--- config.mk ---
export PLATFORM = sky130hd
export DESIGN_NAME = fetch_unit_flat
export DESIGN_NICKNAME = d
export VERILOG_FILES = /design/src/rtl/fetch_unit_if.sv /design/src/rtl/fetch_unit.sv /design/src/flat_wrapper.sv
export SDC_FILE = /design/constraint.sdc
export NUM_CORES = 1
export LEC_CHECK = 0
export ABC_AREA = 1
export ABC_CLOCK_PERIOD_IN_PS = 3390
export CORE_ASPECT_RATIO = 0.5
export CORE_MARGIN = 3
export CORE_UTILIZATION = 35
export CTS_CLUSTER_DIAMETER = 120
export DETAILED_ROUTE_END_ITERATION = 16
export GPL_ROUTABILITY_DRIVEN = 1
export HOLD_SLACK_MARGIN = 0.02
export PLACE_DENSITY = 0.63
export SLEW_MARGIN = 20
export SYNTH_ARGS = -nofsm -noshare
export SYNTH_HDL_FRONTEND = slang
export SYNTH_SLANG_ARGS = --single-unit
--- constraint.sdc ---
create_clock -name clk_i -period 3.39 [get_ports clk_i]
set_input_delay 0.678 -clock clk_i [delete_from_list [all_inputs] [get_ports clk_i]]
set_output_delay 0.678 -clock clk_i [all_outputs]
set_load 0.02 [all_outputs]
--- src/rtl/fetch_unit_if.sv ---
`default_nettype none
// ============================================================================
//  Module   : fetch_unit_if
//  Purpose  : Instruction-memory request/response bus between the fetch
//             stage (master) and a variable-latency instruction memory
//             (slave).
//  Signals  : IMemReq_o  - request, driven by fetch
//             IMemAddr_o - request address, driven by fetch
//             IMemRdy_i  - response strobe, driven by memory
//             IMemData_i - fetched word, valid while IMemRdy_i=1
//  Revision : 1.0  initial release
// ============================================================================
interface fetch_unit_if #(
    parameter int DATA_WIDTH = 32
) ();
    logic                  IMemReq_o;
    logic [DATA_WIDTH-1:0] IMemAddr_o;
    logic                  IMemRdy_i;
    logic [DATA_WIDTH-1:0] IMemData_i;

    modport master (
        output IMemReq_o,
        output IMemAddr_o,
        input  IMemRdy_i,
        input  IMemData_i
    );

    modport slave (
        input  IMemReq_o,
        input  IMemAddr_o,
        output IMemRdy_i,
        output IMemData_i
    );
endinterface
`default_nettype wire

--- src/rtl/fetch_unit.sv ---
`default_nettype none
// ============================================================================
//  Module   : fetch_unit
//  Purpose  : Instruction-fetch stage. Holds the PC, issues requests to a
//             variable-latency instruction memory and drives the IF/ID
//             register. Accepts redirects (PCSrc_i/PCTarget_i) and
//             stall/flush from the hazard logic.
//             Priority each cycle: reset > PCSrc_i > Flush_i > Stall_i.
//  Ports    : clk_i        in   clock, rising edge
//             rst_n_i      in   asynchronous active-low reset
//             PCSrc_i      in   redirect request
//             PCTarget_i   in   redirect target
//             Stall_i      in   hold IF/ID and PC
//             Flush_i      in   invalidate IF/ID
//             imem         if   instruction-memory bus (master side)
//             Instr_o      out  IF/ID instruction (NOP_INSTR when invalid)
//             PC_o         out  IF/ID PC of Instr_o
//             PCPlus4_o    out  IF/ID PC_o+4
//             InstrValid_o out  Instr_o is a real instruction
//             Misalign_o   out  misaligned redirect seen (sticky)
//  Options  : FETCH_MISALIGN_EN - when defined, a redirect to a target with
//             non-zero low bits raises Misalign_o and parks the unit in HALT
//             until reset. When undefined the low target bits are cleared.
//  Revision : 1.0  initial release
// ============================================================================
module fetch_unit #(
    parameter int                    DATA_WIDTH = 32,
    parameter logic [DATA_WIDTH-1:0] RESET_PC   = 32'hBFC0_0000,
    parameter logic [DATA_WIDTH-1:0] NOP_INSTR  = 32'h0000_0013
) (
    input  logic                  clk_i,
    input  logic                  rst_n_i,
    input  logic                  PCSrc_i,
    input  logic [DATA_WIDTH-1:0] PCTarget_i,
    input  logic                  Stall_i,
    input  logic                  Flush_i,
    fetch_unit_if.master          imem,
    output logic [DATA_WIDTH-1:0] Instr_o,
    output logic [DATA_WIDTH-1:0] PC_o,
    output logic [DATA_WIDTH-1:0] PCPlus4_o,
    output logic                  InstrValid_o,
    output logic                  Misalign_o
);

    localparam logic [DATA_WIDTH-1:0] c_PC_STEP    = DATA_WIDTH'(4);
    localparam logic [DATA_WIDTH-1:0] c_ALIGN_MASK = DATA_WIDTH'(3);

`ifdef FETCH_MISALIGN_EN
    typedef enum logic [2:0] {
        S_BOOT  = 3'd0,
        S_FETCH = 3'd1,
        S_HOLD  = 3'd2,
        S_DRAIN = 3'd3,
        S_HALT  = 3'd4
    } state_t;
`else
    typedef enum logic [1:0] {
        S_BOOT  = 2'd0,
        S_FETCH = 2'd1,
        S_HOLD  = 2'd2,
        S_DRAIN = 2'd3
    } state_t;
`endif

    state_t                r_state;
    logic [DATA_WIDTH-1:0] r_pc;
    logic [DATA_WIDTH-1:0] r_pending;   // redirect target waiting for DRAIN to finish
    logic [DATA_WIDTH-1:0] r_hold;      // word captured while stalled
    logic                  r_req;
    logic [DATA_WIDTH-1:0] r_instr;
    logic [DATA_WIDTH-1:0] r_pc_o;
    logic [DATA_WIDTH-1:0] r_pcplus4;
    logic                  r_valid;

    logic                  w_xfer;
    logic [DATA_WIDTH-1:0] w_pc_inc;
    logic [DATA_WIDTH-1:0] w_target;

    assign w_xfer   = r_req & imem.IMemRdy_i;
    assign w_pc_inc = r_pc + c_PC_STEP;

`ifdef FETCH_MISALIGN_EN
    logic r_misalign;
    logic w_misaligned;

    assign w_target     = PCTarget_i;
    assign w_misaligned = |(PCTarget_i & c_ALIGN_MASK);
    assign Misalign_o   = r_misalign;
`else
    assign w_target   = PCTarget_i & ~c_ALIGN_MASK;
    assign Misalign_o = 1'b0;
`endif

    always_ff @(posedge clk_i or negedge rst_n_i) begin
        if (!rst_n_i) begin
            r_state    <= S_BOOT;
            r_pc       <= RESET_PC;
            r_pending  <= '0;
            r_hold     <= '0;
            r_req      <= 1'b0;
            r_instr    <= NOP_INSTR;
            r_pc_o     <= RESET_PC;
            r_pcplus4  <= RESET_PC + c_PC_STEP;
            r_valid    <= 1'b0;
`ifdef FETCH_MISALIGN_EN
            r_misalign <= 1'b0;
`endif
        end else
`ifdef FETCH_MISALIGN_EN
        if (r_state == S_HALT) begin
            // Terminal until reset; nothing is requested or delivered.
            r_req   <= 1'b0;
            r_valid <= 1'b0;
            r_instr <= NOP_INSTR;
        end else if (PCSrc_i && w_misaligned) begin
            r_state    <= S_HALT;
            r_req      <= 1'b0;
            r_valid    <= 1'b0;
            r_instr    <= NOP_INSTR;
            r_misalign <= 1'b1;
        end else
`endif
        if (PCSrc_i) begin
            // Redirect always kills IF/ID. If a request is outstanding it must
            // be allowed to complete (address held) before the target is used.
            r_valid <= 1'b0;
            r_instr <= NOP_INSTR;
            r_req   <= 1'b1;
            if ((r_state == S_FETCH || r_state == S_DRAIN) && !w_xfer) begin
                r_pending <= w_target;
                r_state   <= S_DRAIN;
            end else begin
                r_pc    <= w_target;
                r_state <= S_FETCH;
            end
        end else begin
            case (r_state)
                S_BOOT: begin
                    r_state <= S_FETCH;
                    r_req   <= 1'b1;
                    if (Flush_i) begin
                        r_valid <= 1'b0;
                        r_instr <= NOP_INSTR;
                    end
                end

                S_FETCH: begin
                    if (Flush_i) begin
                        // A word arriving alongside a flush is consumed and
                        // dropped, so the PC still moves past it.
                        r_valid <= 1'b0;
                        r_instr <= NOP_INSTR;
                        if (w_xfer) begin
                            r_pc <= w_pc_inc;
                        end
                    end else if (w_xfer) begin
                        if (Stall_i) begin
                            r_hold  <= imem.IMemData_i;
                            r_state <= S_HOLD;
                            r_req   <= 1'b0;
                        end else begin
                            r_instr   <= imem.IMemData_i;
                            r_pc_o    <= r_pc;
                            r_pcplus4 <= w_pc_inc;
                            r_valid   <= 1'b1;
                            r_pc      <= w_pc_inc;
                        end
                    end else if (!Stall_i) begin
                        r_valid <= 1'b0;
                        r_instr <= NOP_INSTR;
                    end
                end

                S_HOLD: begin
                    // r_pc still addresses the buffered word.
                    if (Flush_i) begin
                        r_valid <= 1'b0;
                        r_instr <= NOP_INSTR;
                        r_pc    <= w_pc_inc;
                        r_state <= S_FETCH;
                        r_req   <= 1'b1;
                    end else if (!Stall_i) begin
                        r_instr   <= r_hold;
                        r_pc_o    <= r_pc;
                        r_pcplus4 <= w_pc_inc;
                        r_valid   <= 1'b1;
                        r_pc      <= w_pc_inc;
                        r_state   <= S_FETCH;
                        r_req     <= 1'b1;
                    end
                end

                S_DRAIN: begin
                    r_valid <= 1'b0;
                    r_instr <= NOP_INSTR;
                    if (w_xfer) begin
                        r_pc    <= r_pending;
                        r_state <= S_FETCH;
                    end
                end

                default: begin
                    r_state <= S_BOOT;
                    r_req   <= 1'b0;
                end
            endcase
        end
    end

    assign imem.IMemReq_o  = r_req;
    assign imem.IMemAddr_o = r_pc;   // pc is left untouched during DRAIN, holding the old address
    assign Instr_o         = r_instr;
    assign PC_o            = r_pc_o;
    assign PCPlus4_o       = r_pcplus4;
    assign InstrValid_o    = r_valid;

endmodule
`default_nettype wire

--- src/flat_wrapper.sv ---
// flat-port wrapper written by rule: the top's interface ports become plain ports
module fetch_unit_flat 
#(
    parameter int                    DATA_WIDTH = 32,
    parameter logic [DATA_WIDTH-1:0] RESET_PC   = 32'hBFC0_0000,
    parameter logic [DATA_WIDTH-1:0] NOP_INSTR  = 32'h0000_0013
)
  (clk_i, rst_n_i, PCSrc_i, PCTarget_i, Stall_i, Flush_i, Instr_o, PC_o, PCPlus4_o, InstrValid_o, Misalign_o, imem_IMemReq_o, imem_IMemAddr_o, imem_IMemRdy_i, imem_IMemData_i);
  fetch_unit_if #(.DATA_WIDTH(DATA_WIDTH)) imem_i ();
  input  logic clk_i;
  input  logic rst_n_i;
  input  logic PCSrc_i;
  input  logic [DATA_WIDTH-1:0] PCTarget_i;
  input  logic Stall_i;
  input  logic Flush_i;
  output logic [DATA_WIDTH-1:0] Instr_o;
  output logic [DATA_WIDTH-1:0] PC_o;
  output logic [DATA_WIDTH-1:0] PCPlus4_o;
  output logic InstrValid_o;
  output logic Misalign_o;
  output wire logic [$bits(imem_i.IMemReq_o)-1:0] imem_IMemReq_o;
  output wire logic [$bits(imem_i.IMemAddr_o)-1:0] imem_IMemAddr_o;
  input wire logic [$bits(imem_i.IMemRdy_i)-1:0] imem_IMemRdy_i;
  input wire logic [$bits(imem_i.IMemData_i)-1:0] imem_IMemData_i;
  assign imem_IMemReq_o = imem_i.IMemReq_o;
  assign imem_IMemAddr_o = imem_i.IMemAddr_o;
  assign imem_i.IMemRdy_i = imem_IMemRdy_i;
  assign imem_i.IMemData_i = imem_IMemData_i;
  fetch_unit #(.DATA_WIDTH(DATA_WIDTH), .RESET_PC(RESET_PC), .NOP_INSTR(NOP_INSTR)) u_core (.clk_i(clk_i), .rst_n_i(rst_n_i), .PCSrc_i(PCSrc_i), .PCTarget_i(PCTarget_i), .Stall_i(Stall_i), .Flush_i(Flush_i), .imem(imem_i), .Instr_o(Instr_o), .PC_o(PC_o), .PCPlus4_o(PCPlus4_o), .InstrValid_o(InstrValid_o), .Misalign_o(Misalign_o));
endmodule
# Word-level counts from Yosys, hierarchy flattened
# Index checks and enable logic that the tools add are counted.
# word_totals
ff_bits	194
out_inout_bits	131
word_cells	95
# op_classes
addsub	1
n_mux	52
reduce_logical	15
n_eq_ne	15
bitwise	3
# ops
op	count
$mux 32	24
$pmux 32 s2	2
$pmux 32 s4	1
$pmux 32 s3	1
$add 32x3->32 const B	1
$reduce_and 5->1	4
$mux 2	8
$mux 1	13
$ne 3x3->1 const B	3
$ne 4x4->1 const B	2
$pmux 2 s4	1
$reduce_bool 4->1	2
$ne 2x2->1 const B	3
$ne 3x2->1 const B	2
$ne 5x4->1 const B	1
$eq 2x2->1 const B	2
$pmux 1 s4	1
$reduce_and 2->1	2
$reduce_and 4->1	1
$pmux 1 s3	1
$reduce_and 3->1	1
$eq 2x1->1 const B	1
$logic_not 2->1	1
$ne 2x1->1 const B	1
other kinds (6)	7

# Logic depth before layout (Yosys ltp)
# logic_depth
depth_word	6
ltp_mapped	12
depth_no_buf	12

# Least setup slack after synthesis
# OpenSTA, ideal clock, no wires.
# synth_timing
path_kind	input-to-reg
from	input Flush_i
to	register u_core.r_hold[14]
setup_time_ns	0.135
t_arrival_ns	1.679
cell_stages	7
path_slack_ns	1.577
cell_sequence	buf_2 -> nor3_4 -> inv_2 -> nor2_4 -> buf_6 -> buf_6 -> o22ai_1
# synth_between
elab_chain_len	2
# synth_lines
element	line_no	rtl
start: declaration	flat_wrapper.sv:15	input logic Flush_i;
$not 1->1 (no line)	--	
$reduce_and 5->1 (no line)	--	
end signal: assignment	fetch_unit.sv:158	r_hold <= imem.IMemData_i;
end: declaration	fetch_unit.sv:68	logic [DATA_WIDTH-1:0] r_hold;
# Every way passes these cells.
# A chain may end at the register's enable or synchronous reset.

# Final worst setup path
# layout_timing
from	register u_core.r_pc[27], in the netlist u_core.imem.IMemAddr_o[27]
to	output imem_IMemAddr_o[27]
# layout_lines
element	line_no	rtl
start: declaration	fetch_unit.sv:66	logic [DATA_WIDTH-1:0] r_pc;
start signal: assignment	fetch_unit.sv:133	r_pc <= w_target;
start signal: assignment	fetch_unit.sv:154	r_pc <= w_pc_inc;
start signal: assignment	fetch_unit.sv:166	r_pc <= w_pc_inc;
end: declaration	flat_wrapper.sv:22	output wire logic [$bits(imem_i.IMemAddr_o)-1:0] imem_IMemAddr_o;
# No word-level cell between the ends.

==> impl_metrics.json <==
{
  "hold_class": "in -> async",
  "syn_area_um2": 9040,
  "timing.final.hold_violations": 0,
  "clock_sinks": 188,
  "synth_compound_area_share_pct": 14.0,
  "layout.nets": 1388,
  "hpwl_mm": 19.5,
  "dpl_cell_area_um2": 11300,
  "synthXorXnorAreaFrac_pct": 1.45,
  "synthSimpleGateAreaFrac_pct": 22.1,
  "ctsHtreeMaxLevel": 4,
  "fin_skew_ps": 10.3,
  "slew_headroom_pct": 52.9,
  "tightest_slew_ps": 707,
  "drc": 0,
  "drv_cap": 0,
  "cts_setup_buffers": 0,
  "cts_buffers": 17,
  "finalSetupViolations": 0,
  "required_ps": 2710,
  "period_needed_ps": 2420,
  "port_buffers": 191,
  "cp-end-kind": "primary output",
  "yosysUniqueCellTypes": 33,
  "critPathBufInv": 1,
  "post-route-period-util_pct": 71.2,
  "cts_resized": 0,
  "antenna_found_initial": 3,
  "wirelength_mm": 26.8,
  "rsz0062_at_grt": "no",
  "drv_slew": 0,
  "synth_cells": 1145,
  "hold_buffers": 0,
  "grt_pass1_vias": 7821,
  "multi_input_area_um2": 3500,
  "routedWlPerCell_um": 16.1,
  "crit_family": "buffers and inverters",
  "post_route_cells_drive_above_1_share_pct": 7.32,
  "die_h_um": 120,
  "first_pass_iters": 5,
  "fin_area_um2": 11900,
  "p_total_mw": 11.0,
  "power_density_nw_per_um2": 925,
  "area_delta_synth_final_pct": 31.2,
  "cellLeakagePower_nw": 5.47,
  "synth.mux.area_fraction_pct": 0.125,
  "slowest_stage": "clkdlybuf4s50_1",
  "num_vias": 8142,
  "antenna_cells": 0,
  "ant_nets": 0,
  "initial_core_util_pct": 36.6,
  "root_buffer": "clkbuf_16",
  "worst_ep_arrival_time_ps": 1740,
  "synth_adder_area_share_pct": 0.692,
  "row_count": 40,
  "clk_pin_slew_ps": 70,
  "max_clock_freq_mhz": 414,
  "via_per_inst": 4.90,
  "slowest_delay_ps": 670,
  "cts_tree": "built",
  "drtIter0Drc": 807,
  "grt_pass1_wl_mm": 42.9,
  "seq_area_um2": 4740,
  "fin_util_pct": 48.1,
  "synth_top_family_by_area": "simple AND/OR/NAND/NOR gates",
  "core-area_um2": 24700,
  "ys_ff_latch": 188,
  "path_class": "reg -> out",
  "clockBufferDepth": 2,
  "path_cells": "clkdlybuf4s50_1",
  "clkLatencyLatePin_ps": 450,
  "grt.overflow.total": 0,
  "gp_congestion": 0.916,
  "syn_area_per_cell_um2": 7.90,
  "yosysWarnings": 0,
  "status": "completed",
  "grt_start_max_net_pins": 82,
  "start_kind": "flip-flop",
  "path_max_fanout": 6,
  "grt_usage_pct": 19.6,
  "die-width_um": 233,
  "vdd_drop_max_uv": 444,
  "seq_area_frac_synth_pct": 52.5,
  "fillers": 2416,
  "ios": 201,
  "dieArea_um2": 27900,
  "setup_tns_ps": 0
}
-- power breakdown --
| group | internal (mW) | switching, mW |
|---|---|---|
| combinational | 1.93 | 2.94 |
| clock | 1.10 | 0.928 |
| sequential | 3.32 | 0.764 |
-- path summary, 6_finish.rpt --
| path | endpoint | from | cells after the start | slack [ps] |
|---|---|---|---|---|
| max in group asynchronous | u_core.PCPlus4_o[22] | rst_n_i | 2 | 2360 |
| hold reg to reg | u_core.r_hold[4] | u_core.r_hold[4] | 2 | 470 |
| hold / removal | u_core.Instr_o[11] | rst_n_i | 1 | 200 |
| setup / recovery | imem_IMemAddr_o[27] | u_core.imem.IMemAddr_o[27] | 1 | 970 |
| min in group clk_i | u_core.r_hold[4] | u_core.r_hold[4] | 2 | 470 |
| setup reg to reg | u_core.Instr_o[20] | u_core.r_state[0] | 8 | 1160 |
-- routing by layer --
layer  vias to the layer above  share of wire, %  global-route usage [%]  routed length [um]
met2                       254                45                    30.0               12100
met4                         6               2.1                    6.68                 569
met5                         -              0.12                       0                  33
li1                       3977                 -                       -                   -
met1                      3871                47                    27.7               12500
met3                        34               6.1                    3.70                1650
-- cells in the final DEF, fill, tap and decap left out, types with 2 or more instances in the layout --
master / instances
buf_12: 6
a22oi_1: 5
nor2_1: 59
inv_2: 4
and2_1: 2
o21ai_0: 129
xor2_1: 15
o211ai_1: 4
a31oi_1: 10
nand2_1: 366
o22ai_1: 27
bufinv_16: 2
nand3_1: 60
dfstp_2: 31
a21oi_1: 60
inv_6: 5
ha_1: 5
clkinv_2: 2
inv_1: 130
clkinvlp_4: 3
clkdlybuf4s50_1: 189
clkbuf_16: 17
buf_4: 11
dfrtp_1: 157
clkinv_4: 3
conb_1: 7
nor2_2: 4
-- flip-flops by register name, indices dropped and copies added, names as in the netlist --
signal and count:
u_core.InstrValid_o 1, u_core.Instr_o 32, u_core.PCPlus4_o 30, u_core.PC_o 30, u_core.imem.IMemAddr_o 30, u_core.imem.IMemReq_o 1
u_core.r_hold 32, u_core.r_pending 30, u_core.r_state 2
-- kinds of logic after synthesis --
group | count (synthesis)
buffers and inverters | 199
AOI/OAI and AO/OA | 238
muxes | 1
and+or+nand+nor | 498
xor gates and xnor gates | 15
DFF | 188
other | 1
adders and majority gates | 5
-- cell usage after synthesis --
cell type / number / area share [%]
a211oi_1: 1 / 0.083
a21oi_1: 60 / 3.3
a22oi_1: 5 / 0.42
a31oi_1: 10 / 0.69
and2_1: 2 / 0.14
and3_1: 1 / 0.069
buf_1: 5 / 0.21
buf_2: 15 / 0.83
buf_4: 10 / 0.83
buf_6: 3 / 0.37
clkbuf_1: 32 / 1.3
conb_1: 1 / 0.041
dfrtp_1: 157 / 43
dfstp_2: 31 / 9.0
ha_1: 5 / 0.69
inv_1: 130 / 5.4
inv_2: 4 / 0.17
mux2_2: 1 / 0.12
nand2_1: 367 / 15
nand3_1: 60 / 3.3
nand3_2: 1 / 0.11
nor2_1: 60 / 2.5
nor2_2: 3 / 0.21
nor2_4: 1 / 0.12
nor3_1: 1 / 0.055
nor3_4: 1 / 0.18
nor4_2: 1 / 0.14
o211ai_1: 4 / 0.33
o21a_1: 1 / 0.083
o21ai_0: 129 / 7.1
o221ai_1: 1 / 0.097
o22ai_1: 27 / 1.9
xor2_1: 15 / 1.5
-- area by class of cell --
cell class,instances,area share (%)
Tap cell,336,3.54
Clock buffer,17,3.58
Inverter,134,4.24
Timing Repair Buffer,208,17.8
Sequential cell,188,40.0
Multi-Input combinational cell,764,29.5
Clock inverter,15,1.37
-- per-stage QoR --
stage | cells | hold slack (ps) | setup WS, ps
after floorplan | 1151 | 382 | 1580
after global placement | 1630 | 458 | 715
after detailed placement | 1630 | 457 | 566
after CTS | 1662 | 231 | 944
after global routing | 1662 | 255 | 788
final | 1662 | 200 | 975
No activity file was read; power rests on OpenSTA's default activity.
